File: src/rtl/aleatorio_pkg.sv
// Shared types and default sizing for the random-sample histogram monitor.
package aleatorio_pkg;

  localparam int unsigned DEF_WIDTH     = 3;
  localparam int unsigned DEF_CNT_W     = 8;
  localparam int unsigned DEF_THRESHOLD = 100;
  localparam int unsigned DEF_TOT_W     = 16;

  typedef enum logic [2:0] {
    ST_IDLE  = 3'd0,
    ST_CLEAR = 3'd1,
    ST_COUNT = 3'd2,
    ST_SCAN  = 3'd3,
    ST_DONE  = 3'd4
  } state_t;

  function automatic int unsigned nbins(input int unsigned width);
    return 32'd1 << width;
  endfunction

endpackage

File: src/rtl/hist_ram.sv
// Histogram storage: one write port, one registered read port with
// same-address write-to-read bypass so back-to-back updates see fresh data.
module hist_ram
  import aleatorio_pkg::*;
#(
  parameter int unsigned AW = DEF_WIDTH,
  parameter int unsigned DW = DEF_CNT_W
) (
  input  logic          clk,
  input  logic          rst_n,
  input  logic          we,
  input  logic [AW-1:0] waddr,
  input  logic [DW-1:0] wdata,
  input  logic          re,
  input  logic [AW-1:0] raddr,
  output logic [DW-1:0] rdata
);

  localparam int unsigned DEPTH = nbins(AW);

  logic [DW-1:0] mem [DEPTH];

  // Contents are left unreset; the monitor clears every bin before counting.
  always_ff @(posedge clk) begin
    if (we) mem[waddr] <= wdata;
  end

  always_ff @(posedge clk or negedge rst_n) begin
    if (!rst_n) begin
      rdata <= '0;
    end else if (re) begin
      rdata <= (we && (waddr == raddr)) ? wdata : mem[raddr];
    end
  end

endmodule

File: src/rtl/monitor_aleatorio.sv
// Histogram monitor for the random generator: clear, count until a bin
// exceeds THRESHOLD, then serve bin reads. MONITOR_ALEATORIO_SPREAD_EN adds a
// SCAN pass that reports the minimum and maximum bin counts.
module monitor_aleatorio
  import aleatorio_pkg::*;
#(
  parameter int unsigned WIDTH     = DEF_WIDTH,
  parameter int unsigned CNT_W     = DEF_CNT_W,
  parameter int unsigned THRESHOLD = DEF_THRESHOLD,
  parameter int unsigned TOT_W     = DEF_TOT_W
) (
  input  logic             clk,
  input  logic             rst_n,
  input  logic             start,
  input  logic [WIDTH-1:0] data_in,
  input  logic             data_valid,
  output logic             busy,
  output logic             done,
  output logic [WIDTH-1:0] hit_bin,
  output logic [TOT_W-1:0] total,
  input  logic             rd_en,
  input  logic [WIDTH-1:0] rd_idx,
  output logic [CNT_W-1:0] rd_data,
`ifdef MONITOR_ALEATORIO_SPREAD_EN
  output logic [CNT_W-1:0] bin_min,
  output logic [CNT_W-1:0] bin_max,
`endif
  output logic             rd_valid
);

  localparam int unsigned NBINS = nbins(WIDTH);
  localparam logic [WIDTH-1:0] LAST_BIN = WIDTH'(NBINS - 1);

  state_t           state_q, state_d;
  logic [WIDTH-1:0] ptr_q, ptr_d;
  logic [TOT_W-1:0] total_d;
  logic [WIDTH-1:0] hit_d;
  logic             s1_valid_q, s1_valid_d;
  logic [WIDTH-1:0] s1_idx_q, s1_idx_d;
  logic             rd_valid_d;
  logic [CNT_W-1:0] rd_hold_q;
  logic             busy_d, done_d;

  logic             ram_we, ram_re;
  logic [WIDTH-1:0] ram_waddr, ram_raddr;
  logic [CNT_W-1:0] ram_wdata, ram_rdata;
  logic [CNT_W-1:0] inc;

`ifdef MONITOR_ALEATORIO_SPREAD_EN
  logic [CNT_W-1:0] min_d, max_d;
`endif

  hist_ram #(.AW(WIDTH), .DW(CNT_W)) u_ram (
    .clk   (clk),
    .rst_n (rst_n),
    .we    (ram_we),
    .waddr (ram_waddr),
    .wdata (ram_wdata),
    .re    (ram_re),
    .raddr (ram_raddr),
    .rdata (ram_rdata)
  );

  // Read data comes straight from the RAM register on a read pulse, else holds.
  assign rd_data = rd_valid ? ram_rdata : rd_hold_q;

  // Sample pipeline: stage 0 issues the bin read, stage 1 writes bin+1.
  always_comb begin
    state_d    = state_q;
    ptr_d      = ptr_q;
    total_d    = total;
    hit_d      = hit_bin;
    s1_valid_d = 1'b0;
    s1_idx_d   = s1_idx_q;
    rd_valid_d = 1'b0;
    ram_we     = 1'b0;
    ram_waddr  = ptr_q;
    ram_wdata  = '0;
    ram_re     = 1'b0;
    ram_raddr  = data_in;
    inc        = ram_rdata + CNT_W'(1);
`ifdef MONITOR_ALEATORIO_SPREAD_EN
    min_d      = bin_min;
    max_d      = bin_max;
`endif

    case (state_q)
      ST_IDLE: begin
        if (start) begin
          state_d = ST_CLEAR;
          ptr_d   = '0;
          total_d = '0;
        end
      end

      ST_CLEAR: begin
        ram_we    = 1'b1;
        ram_waddr = ptr_q;
        ptr_d     = ptr_q + WIDTH'(1);
        if (ptr_q == LAST_BIN) state_d = ST_COUNT;
      end

      ST_COUNT: begin
        if (data_valid) begin
          ram_re     = 1'b1;
          ram_raddr  = data_in;
          s1_valid_d = 1'b1;
          s1_idx_d   = data_in;
        end
        if (s1_valid_q) begin
          ram_we    = 1'b1;
          ram_waddr = s1_idx_q;
          ram_wdata = inc;
          if (total != '1) total_d = total + TOT_W'(1);
          if (inc > CNT_W'(THRESHOLD)) begin
            hit_d      = s1_idx_q;
            s1_valid_d = 1'b0;
`ifdef MONITOR_ALEATORIO_SPREAD_EN
            // Redirect the read port to bin 0 so SCAN sees it on its first cycle.
            state_d   = ST_SCAN;
            ptr_d     = '0;
            ram_re    = 1'b1;
            ram_raddr = '0;
`else
            state_d   = ST_DONE;
`endif
          end
        end
      end

`ifdef MONITOR_ALEATORIO_SPREAD_EN
      ST_SCAN: begin
        ram_re    = 1'b1;
        ram_raddr = ptr_q + WIDTH'(1);
        ptr_d     = ptr_q + WIDTH'(1);
        if (ptr_q == '0) begin
          min_d = ram_rdata;
          max_d = ram_rdata;
        end else begin
          if (ram_rdata < bin_min) min_d = ram_rdata;
          if (ram_rdata > bin_max) max_d = ram_rdata;
        end
        if (ptr_q == LAST_BIN) state_d = ST_DONE;
      end
`endif

      ST_DONE: begin
        if (rd_en) begin
          ram_re     = 1'b1;
          ram_raddr  = rd_idx;
          rd_valid_d = 1'b1;
        end
        if (start) begin
          state_d = ST_CLEAR;
          ptr_d   = '0;
          total_d = '0;
        end
      end

      default: state_d = ST_IDLE;
    endcase

    busy_d = (state_d == ST_CLEAR) || (state_d == ST_COUNT) || (state_d == ST_SCAN);
    done_d = (state_d == ST_DONE);
  end

  always_ff @(posedge clk or negedge rst_n) begin
    if (!rst_n) begin
      state_q    <= ST_IDLE;
      ptr_q      <= '0;
      total      <= '0;
      hit_bin    <= '0;
      s1_valid_q <= 1'b0;
      s1_idx_q   <= '0;
      rd_valid   <= 1'b0;
      rd_hold_q  <= '0;
      busy       <= 1'b0;
      done       <= 1'b0;
`ifdef MONITOR_ALEATORIO_SPREAD_EN
      bin_min    <= '0;
      bin_max    <= '0;
`endif
    end else begin
      state_q    <= state_d;
      ptr_q      <= ptr_d;
      total      <= total_d;
      hit_bin    <= hit_d;
      s1_valid_q <= s1_valid_d;
      s1_idx_q   <= s1_idx_d;
      rd_valid   <= rd_valid_d;
      rd_hold_q  <= rd_data;
      busy       <= busy_d;
      done       <= done_d;
`ifdef MONITOR_ALEATORIO_SPREAD_EN
      bin_min    <= min_d;
      bin_max    <= max_d;
`endif
    end
  end

endmodule

File: config.mk
export PLATFORM = sky130hd
export DESIGN_NAME = monitor_aleatorio
export DESIGN_NICKNAME = d
export VERILOG_FILES = /design/src/rtl/aleatorio_pkg.sv /design/src/rtl/hist_ram.sv /design/src/rtl/monitor_aleatorio.sv
export SDC_FILE = /design/constraint.sdc
export NUM_CORES = 1
export LEC_CHECK = 0
export ABC_AREA = 1
export CAP_MARGIN = 20
export CORE_MARGIN = 10
export CORE_UTILIZATION = 63
export DETAILED_ROUTE_END_ITERATION = 10
export PLACE_DENSITY = 0.85
export SYNTH_ARGS = -nofsm -noshare
export SYNTH_HDL_FRONTEND = slang
export SYNTH_SLANG_ARGS = --single-unit
File: constraint.sdc
create_clock -name clk -period 5.2 [get_ports clk]
set_input_delay 1.04 -clock clk [delete_from_list [all_inputs] [get_ports clk]]
set_output_delay 1.04 -clock clk [all_outputs]
set_load 0.01 [all_outputs]
## Word-level counts from Yosys, hierarchy flattened

Memories as Yosys holds them, arrays and structs flattened. A register that Yosys moved wholly into a read port is not among the register bits.
Cells that the tools add are included.

| cells by class | value |
|---|---|
| divide/modulo/power cells | 0 |
| multipliers | 0 |
| $add $sub $neg | 3 |
| bitwise logic cells | 0 |
| eq/ne operators | 12 |
| shift operators | 0 |
| reduce and logical (&&, ||, !) cells | 11 |
| magnitude comparators | 1 |
| muxes and demuxes | 29 |

Operator list:

| operator | number |
|---|---|
| 2-to-1 mux 16 bit | 3 |
| one-hot mux 16 bit (2 select lines) | 1 |
| 2-to-1 mux 3 bit | 9 |
| 2-to-1 mux 8 bit | 3 |
| adder 16 x 1 -> 16 bit, second input constant | 1 |
| inequality test 16 bit, second input constant | 1 |
| equality test 3 x 2 -> 1 bit, second input constant | 3 |
| equality test 3 bit, second input constant | 3 |
| 2-to-1 mux 1 bit | 9 |
| one-hot mux 3 bit (3 select lines) | 1 |
| adder 8 x 1 -> 8 bit, second input constant | 1 |
| greater-than comparator 8 x 7 -> 1 bit, second input constant | 1 |
| equality test 3 x 1 -> 1 bit, second input constant | 2 |
| one-hot mux 3 bit (2 select lines) | 1 |
| inequality test 2 bit, second input constant | 2 |
| one-hot mux 1 bit (2 select lines) | 2 |
| AND reduction 2 bit | 2 |
| AND reduction 4 bit | 1 |
| nonzero test 2 bit | 2 |
| adder 3 x 1 -> 3 bit, second input constant | 1 |
| zero test 3 bit | 1 |
| AND reduction 3 bit | 1 |
| logical OR 1 bit | 2 |
| inequality test 2 x 1 -> 1 bit, second input constant | 1 |
| other kinds (2) | 2 |

| word-level totals | value |
|---|---|
| register bits | 40 |
| logic and storage cells | 67 |
| bits of input ports | 11 |
| memories kept | 1 |
| bits in latches | 0 |
| memory bits (read-only) | 0 |
| RAM bits | 64 |
| output and inout bits | 30 |

Memory list:

| memory | depth | width | rd ports | clocked after Yosys merged registers in | write ports | RTL line | RTL |
|---|---|---|---|---|---|---|---|
| u_ram.mem | 8 | 8 | 1 | 1 | 1 | hist_ram.sv:21 | `logic [DW-1:0] mem [DEPTH];` |

## Depth between registers and ports, before layout

Gate-level depths: netlist of run 1.

| depth | value |
|---|---|
| depth in word-level cells | 8 |
| depth in mapped cells | 14 |
| mapped depth without buffers | 13 |

## By module

From an unflattened synthesis of run 1, not the netlist that was laid out.

| unflattened totals | value |
|---|---|
| cells, all modules | 607 |
| area, all modules | 5432.7 um^2 |

By module, submodules not included:

| module | cells an instance | instances | area each (um^2) | sequential area each (um^2) |
|---|---|---|---|---|
| hist_ram | 306 | 1 | 3178.0 | 2122.0 |
| monitor_aleatorio | 301 | 1 | 2254.7 | 1001.0 |

## Worst setup path before layout of run 1

No wires, ideal clock.

| path | value |
|---|---|
| kind | input to register |
| start point | input port rd_en |
| end point | register u_ram.rdata[1], read port of u_ram.mem |
| arrival time | 2168 ps |
| path buffers | 3 |
| library setup time | 117 ps |
| stages on the path | 14 |
| path slack | 2914 ps |
| data required time | 5083 ps |
| path through | buf_2 inv_1 nand2_1 nand2_1 nand2_4 nand2_4 buf_6 buf_6 nand2_1 nand3_1 nand3_1 nand3_1 nand3_1 nand2_1 |

| on the way | value |
|---|---|
| word-level cells in the longest chain between the ends | 2 |
| elaborated cells on any way between the ends | 4 |
| classes of those cells | mux (4) |

RTL lines:

| item | RTL line | RTL |
|---|---|---|
| start, declared | monitor_aleatorio.sv:21 | `input logic rd_en,` |
| 2-to-1 mux 1 bit / 2-to-1 mux 3 bit (equally long branches) | monitor_aleatorio.sv:148 | `if (rd_en) begin` |
| one-hot mux 1 bit (2 select lines) / 2-to-1 mux 3 bit (equally long branches) | - |  |
| end, declared | hist_ram.sv:16 | `output logic [DW-1:0] rdata` |

Several ways; a longest one is shown, not always the timed one.
A chain may end at the register's enable or synchronous reset.

## Worst setup path in the final report of run 1

| path | value |
|---|---|
| start point | input port rd_en |
| end point | register u_ram.rdata[4], read port of u_ram.mem |

The elaborated chain is that of the path after synthesis.

==> results.toml, run 1 <==
[routing]
routed-via-count = 4398
routed_wl_mm = 12.9
routedWlPerCell_um = 16.9
routed_via_density = 5.76
drt_iter0_markers = 386
drc = 0
drtAntennaViolNets = 0
dr.pass1.iters = 5

[sta]
slew-limit-headroom_pct = 42.3
timing.final.crit_share_pct = 55.5
finalMaxSlewViolations = 0
tightest_slew_ns = 0.862
min_period_ns = 2.88
setup_viol = 0
skew_ns = 0.0172
rsz0062_at_grt = "no"
max_clock_freq_mhz = 347
hold_viol = 0
hold_ws_ns = 0.479
tns_ns = 0

[die]
fp-row-count = 34
ios = 41
die_area_mm2 = 0.0131
initial_core_util_pct = 64.5
core-area_mm2 = 0.00872
fp.dieH_um = 115
die_width_um = 115

[pwr]
ir_drop_mv = 0.207
power_density_mw_per_mm2 = 407
finalPower_mw = 2.54
leakage_nw = 2.71
clkPwrFrac_pct = 19.9
intPower_mw = 1.59
pwr-share-comb_pct = 29.5
switching_share_pct = 37.5
p_seq_share_pct = 50.6
power_switching_mw = 0.954

[logic_synthesis]
netlist_instances = 616
synth_area_mm2 = 0.00563
synth_cell_types = 35
synth-seq-cells = 112
yosys_warnings = 0
seq_area_frac_synth_pct = 55.5
syn-num-nets = 631
avgSynthCellArea_um2 = 9.14

[clock_tree]
cts_max_path_buffers = 2
clk_pin_slew_ns = 0.11
cts_inserted_buffers = 9
cts_resized = 0
clock_latency_ns = 0.39
cts_setup_buffers = 0
h-tree-depth = 3
cts_hold_buf = 0
cts_tree = "built"
cts_sinks = 112
clockRootBuffer = "clkbuf_8"

[setup_path]
critPathLaunchType = "input pin"
cp_cell_sequence = "clkdlybuf4s50_1, inv_1, nand2_1, nand2_1, nand2_1, nand2_1, nand2_1, nand2_2, nor2_8, nand2_4, nand2_1, nor2_1, nor2_1, nor2_1"
critPathLaunch = "rd_en"
critical_path_required_ns = 5.47
crit_top_cell = "nand2_1"
cp_data_arrival_time_ns = 3.16
path_max_fanout = 14
critical-path-slowest-cell = "clkdlybuf4s50_1"
critPathMaxStageDelay_ns = 0.63
path_class = "input pin to flop"
endpoint_kind = "flop"
r2r_start = "state_q[1]$_DFF_PN0_"

[cells_and_area]
fin_area_mm2 = 0.00624
syn_to_final_growth_pct = 10.8
layout-drive-gt1-share_pct = 9.15
antennaDiodeCount = 0
nNetsFinal = 666

[placement]
portBuffers = 40
place_hpwl_mm = 9.31
dpl_cell_area_mm2 = 0.00602
gp_congestion = 0.951

[global_routing]
track_usage_pct = 20.2
antenna_found_initial = 0
grt_pass1_vias = 4371
grt_max_degree = 49
grt_pass1_wl_mm = 21.1
grt_overflow = 0

[hold_path]
hold_path_class = "input pin to asynchronous set/reset pin"

[outcome]
status = "finished clean"

[job]
max-cap-violations = 0
layout make-up:
class / count / area [um^2]
repair buffers: 41 / 415
flip-flops and latches: 112 / 3120
well taps: 108 / 135
clock buffers: 9 / 124
multi-input cells: 419 / 2110
fillers: 634 / 2480
inverters: 68 / 255
clock inverters: 7 / 72.6
synth_stat cells, drive strengths merged:
library cell	count	area (um^2)
edfxtp	64	1920
a21oi	6	30.0
xor2	6	52.6
nor2	45	234
o311ai	1	8.76
o21ai	30	150
nand4	21	138
dfrtp	48	1200
nand2	196	828
buf	15	126
inv	68	255
or2	2	12.5
nand3	89	455
nand3b	1	7.51
o21bai	1	7.51
nor4	1	6.26
clkbuf	2	11.3
xnor2	1	8.76
ha	4	50.1
nor3	8	45.0
mux2	7	78.8
layer usage:
| metal | GRT usage [%] | part of all wire [%] |
|---|---|---|
| met1 | 25.1 | 40 |
| met5 | 0 | 0 |
| met4 | 8.10 | 2.2 |
| met3 | 5.35 | 9.4 |
| met2 | 32.7 | 48 |
per-stage QoR:
stage / util (%) / worst slack, ns / instances
6_report: 71.5 / 2.32 / 764
5_1_grt: 71.5 / 2.11 / 764
4_1_cts: 71.3 / 2.29 / 763
3_5_place_dp: 69.1 / 1.95 / 747
3_3_place_gp: 69.1 / 2.11 / 747
2_1_floorplan: - / 2.91 / 616
power groups by stage:
stage / logic (mW) / clock network [mW] / registers [mW]
floorplan: 0.524 / 0 / 1.27
global placement: 0.706 / 0 / 1.29
detailed placement: 0.740 / 0 / 1.30
CTS: 0.744 / 0.511 / 1.28
global route: 0.834 / 0.543 / 1.31
finish: 0.751 / 0.505 / 1.29
critical path: cells and delay by family:
| kind | cells | cell delay [ns] |
|---|---|---|
| buf+inv | 2 | 0.75 |
| simple gates | 12 | 1.36 |
kinds of logic (layout without fill, tap and decap cells):
logic type | count (synthesis) | after routing | share of synthesized area (%)
and+or+nand+nor | 363 | 363 | 30.7
muxes | 7 | 7 | 1.40
DFF | 112 | 112 | 55.5
buffers and inverters | 85 | 125 | 6.98
AOI/OAI and AO/OA | 38 | 38 | 3.49
adders and majority gates | 4 | 4 | 0.889
xor gates and xnor gates | 7 | 7 | 1.09
path summary, 6_finish.rpt:
kind,endpoint,slack [ns],cells past startpoint
max in group asynchronous,s1_idx_q[1]$_DFFE_PN0P_,4.25,2
max,u_ram.rdata[4]$_DFFE_PN0P_,2.32,14
min in group clk,hit_bin[0]$_DFFE_PN0P_,0.49,2
min,total[9]$_DFFE_PN0P_,0.48,1
max reg2reg,u_ram.rdata[3]$_DFFE_PN0P_,2.80,13
min reg2reg,hit_bin[0]$_DFFE_PN0P_,0.49,2
state kept, by name, summed over array words and instances (netlist names):
name	cells
u_ram.mem	64
total	16
rd_hold_q	8
u_ram.rdata	8
hit_bin	3
ptr_q	3
s1_idx_q	3
state_q	3
busy	1
done	1
rd_valid	1
s1_valid_q	1
cell usage in the layout, fill, tap and decap left out, types with 4 or more instances in the layout:
| cell type | n |
|---|---|
| nor3_1 | 7 |
| o21ai_0 | 22 |
| nand4_1 | 20 |
| o21ai_1 | 8 |
| ha_1 | 4 |
| nand3_1 | 87 |
| nand2_1 | 177 |
| xor2_1 | 6 |
| nand2_4 | 9 |
| nand2_2 | 10 |
| nor2_4 | 4 |
| clkbuf_8 | 9 |
| clkdlybuf4s50_1 | 39 |
| mux2_2 | 7 |
| edfxtp_1 | 64 |
| a21oi_1 | 6 |
| dfrtp_1 | 48 |
| inv_1 | 65 |
| nor2_1 | 38 |
No activity file was read; power rests on OpenSTA's default activity.
==> run 2, diff against run 1 <==
--- a/config.mk
+++ b/config.mk
@@ -8,9 +8,9 @@
 export ABC_AREA = 1
 export CAP_MARGIN = 20
 export CORE_MARGIN = 10
-export CORE_UTILIZATION = 63
+export CORE_UTILIZATION = 53
 export DETAILED_ROUTE_END_ITERATION = 10
-export PLACE_DENSITY = 0.85
+export PLACE_DENSITY = 0.76
 export SYNTH_ARGS = -nofsm -noshare
 export SYNTH_HDL_FRONTEND = slang
 export SYNTH_SLANG_ARGS = --single-unit
==> constraint.sdc (replaced) <==
create_clock -name clk -period 2.41 [get_ports clk]
set_input_delay 0.482 -clock clk [delete_from_list [all_inputs] [get_ports clk]]
set_output_delay 0.482 -clock clk [all_outputs]
set_load 0.01 [all_outputs]
==> run 2 against run 1 <==
Compared with the run above: worst setup slack worse by 2.2 ns; die area increased by 15%; sequential share of layout area down 1.8 points; design area rose by 3.7%; clock skew decreased by 0.0070 ns; clock-buffer cell count stayed put; largest cell class unchanged; combinational power up 130%; first-iteration DRC count is 1.3% lower.
==> results.toml, run 2 (synthesized netlist as in run 1, its figures left out) <==
[die]
die_area_mm2 = 0.0151
fp.dieH_um = 123
core-area_mm2 = 0.0103
fp-row-count = 37
ios = 41
die_width_um = 123
initial_core_util_pct = 54.5

[routing]
routed-via-count = 4418
drc = 0
routed_via_density = 5.43
routedWlPerCell_um = 16.4
dr.pass1.iters = 5
drtAntennaViolNets = 0
drt_iter0_markers = 381
routed_wl_mm = 13.3

[clock_tree]
clk_pin_slew_ns = 0.10
h-tree-depth = 3
cts_inserted_buffers = 9
clockRootBuffer = "clkbuf_8"
cts_sinks = 112
cts_setup_buffers = 0
cts_resized = 0
cts_tree = "built"
cts_max_path_buffers = 2
clock_latency_ns = 0.39
cts_hold_buf = 0

[sta]
skew_ns = 0.0102
rsz0062_at_grt = "no"
finalMaxSlewViolations = 0
tns_ns = 0
timing.final.crit_share_pct = 93.7
min_period_ns = 2.26
tightest_slew_ns = 0.593
slew-limit-headroom_pct = 60.3
hold_viol = 0
setup_viol = 0
max_clock_freq_mhz = 443

[pwr]
leakage_nw = 2.83
power_switching_mw = 2.06
switching_share_pct = 36.4
ir_drop_mv = 0.574
intPower_mw = 3.60
p_seq_share_pct = 49.0
pwr-share-comb_pct = 30.6
finalPower_mw = 5.66
power_density_mw_per_mm2 = 875
clkPwrFrac_pct = 20.4

[cells_and_area]
mostFrequentLayoutCells = "nand2_1, nand3_1, inv_1, edfxtp_1, dfrtp_1"
reg_top3 = "u_ram.mem: 64 flops, total: 16 flops"
layout-drive-gt1-share_pct = 12.2
largest-register = "u_ram.mem"
fill_cells = 856
antennaDiodeCount = 0
largest_reg_flops = 64
final_common_cell = "nand2_1"
nNetsFinal = 688
syn_to_final_growth_pct = 14.9
fin_cells = 814

[setup_path]
cp_cell_sequence = "mux2_2, clkdlybuf4s50_1"
crit_family = "flip-flops"
critPathLaunchType = "flop"
path_class = "flop to output port"
cp_data_arrival_time_ns = 1.78
critical_path_required_ns = 1.93
critPathMaxStageDelay_ns = 0.51
critical-path-slowest-cell = "dfrtp_2"
critical_path_buf_inv_count = 1
endpoint_kind = "output port"
path_max_fanout = 10

[hold_path]
hold_path_class = "input pin to asynchronous set/reset pin"

[global_routing]
grt_pass1_wl_mm = 21.8
grt_overflow = 0
grt_max_degree = 27
track_usage_pct = 18.4
antenna_found_initial = 0
grt_pass1_vias = 4338

[placement]
place_inst = 798
place_hpwl_mm = 9.78
portBuffers = 40
gp_congestion = 0.911

[outcome]
status = "finished clean"

[job]
max-cap-violations = 0
run 2: cell types whose count changed in the layout (fill, tap and decap cells not counted), sizes merged:
cell,delta
buf,+22
bufinv,+1
clkinv,-1
clkinvlp,+1
inv,-1
run 2: worst reg2reg max path, delay by kind of cell (launching register included):
kind	cells	cell delay (ns)
simple gates	10	1.50
flops	1	0.50
run 2: cell type report:
type / instances / area (um^2) / area share, %
tap: 136 / 170 / 2.63
timing repair buffer: 63 / 606 / 9.36
clock buffer: 9 / 124 / 1.91
sequential: 112 / 3120 / 48.3
multi-input combinational: 419 / 2110 / 32.7
inverter: 68 / 255 / 3.95
clock inverter: 7 / 77.6 / 1.20
run 2: worst paths after layout:
path,start,to,slack (ns),cells past startpoint
max,rd_valid$_DFF_PN0_,rd_data[3],0.15,2
min,rst_n,total[5]$_DFFE_PN0P_,0.07,1
max reg2reg,state_q[1]$_DFF_PN0_,u_ram.rdata[2]$_DFFE_PN0P_,0.32,10
min reg2reg,hit_bin[0]$_DFFE_PN0P_,hit_bin[0]$_DFFE_PN0P_,0.49,2
max in group asynchronous,rst_n,rd_valid$_DFF_PN0_,1.60,2
min in group clk,hit_bin[0]$_DFFE_PN0P_,hit_bin[0]$_DFFE_PN0P_,0.49,2
run 2: per-layer routing:
| metal | wire, um | up-vias | track usage, % |
|---|---|---|---|
| met1 | 5760 | 2083 | 23.5 |
| met3 | 888 | 19 | 4.06 |
| met2 | 6470 | 165 | 30.0 |
| met5 | 0 | - | 0 |
| met4 | 200 | 0 | 7.06 |
| li1 | - | 2151 | - |
run 2: power groups by stage:
| stage | sequential (mW) | clock [mW] | combinational (mW) |
|---|---|---|---|
| after global placement | 2.80 | 0 | 1.67 |
| after CTS | 2.77 | 1.17 | 1.73 |
| after floorplan | 2.74 | 0 | 1.13 |
| after detailed placement | 2.81 | 0 | 1.73 |
| final | 2.78 | 1.15 | 1.73 |
| after global routing | 2.82 | 1.25 | 1.94 |
run 2: stage by stage:
| step | setup WS (ns) | hold WS (ns) | util [%] | instance area (um^2) |
|---|---|---|---|---|
| 2_1_floorplan | 0.591 | 0.186 | - | 5630 |
| 3_3_place_gp | 0.118 | 0.461 | 60.7 | 6270 |
| 3_5_place_dp | 0.0513 | 0.473 | 60.7 | 6270 |
| 4_1_cts | 0.00578 | 0.0795 | 62.7 | 6470 |
| 5_1_grt | 0.0915 | 0.0941 | 62.7 | 6470 |
| 6_report | 0.151 | 0.0653 | 62.7 | 6470 |
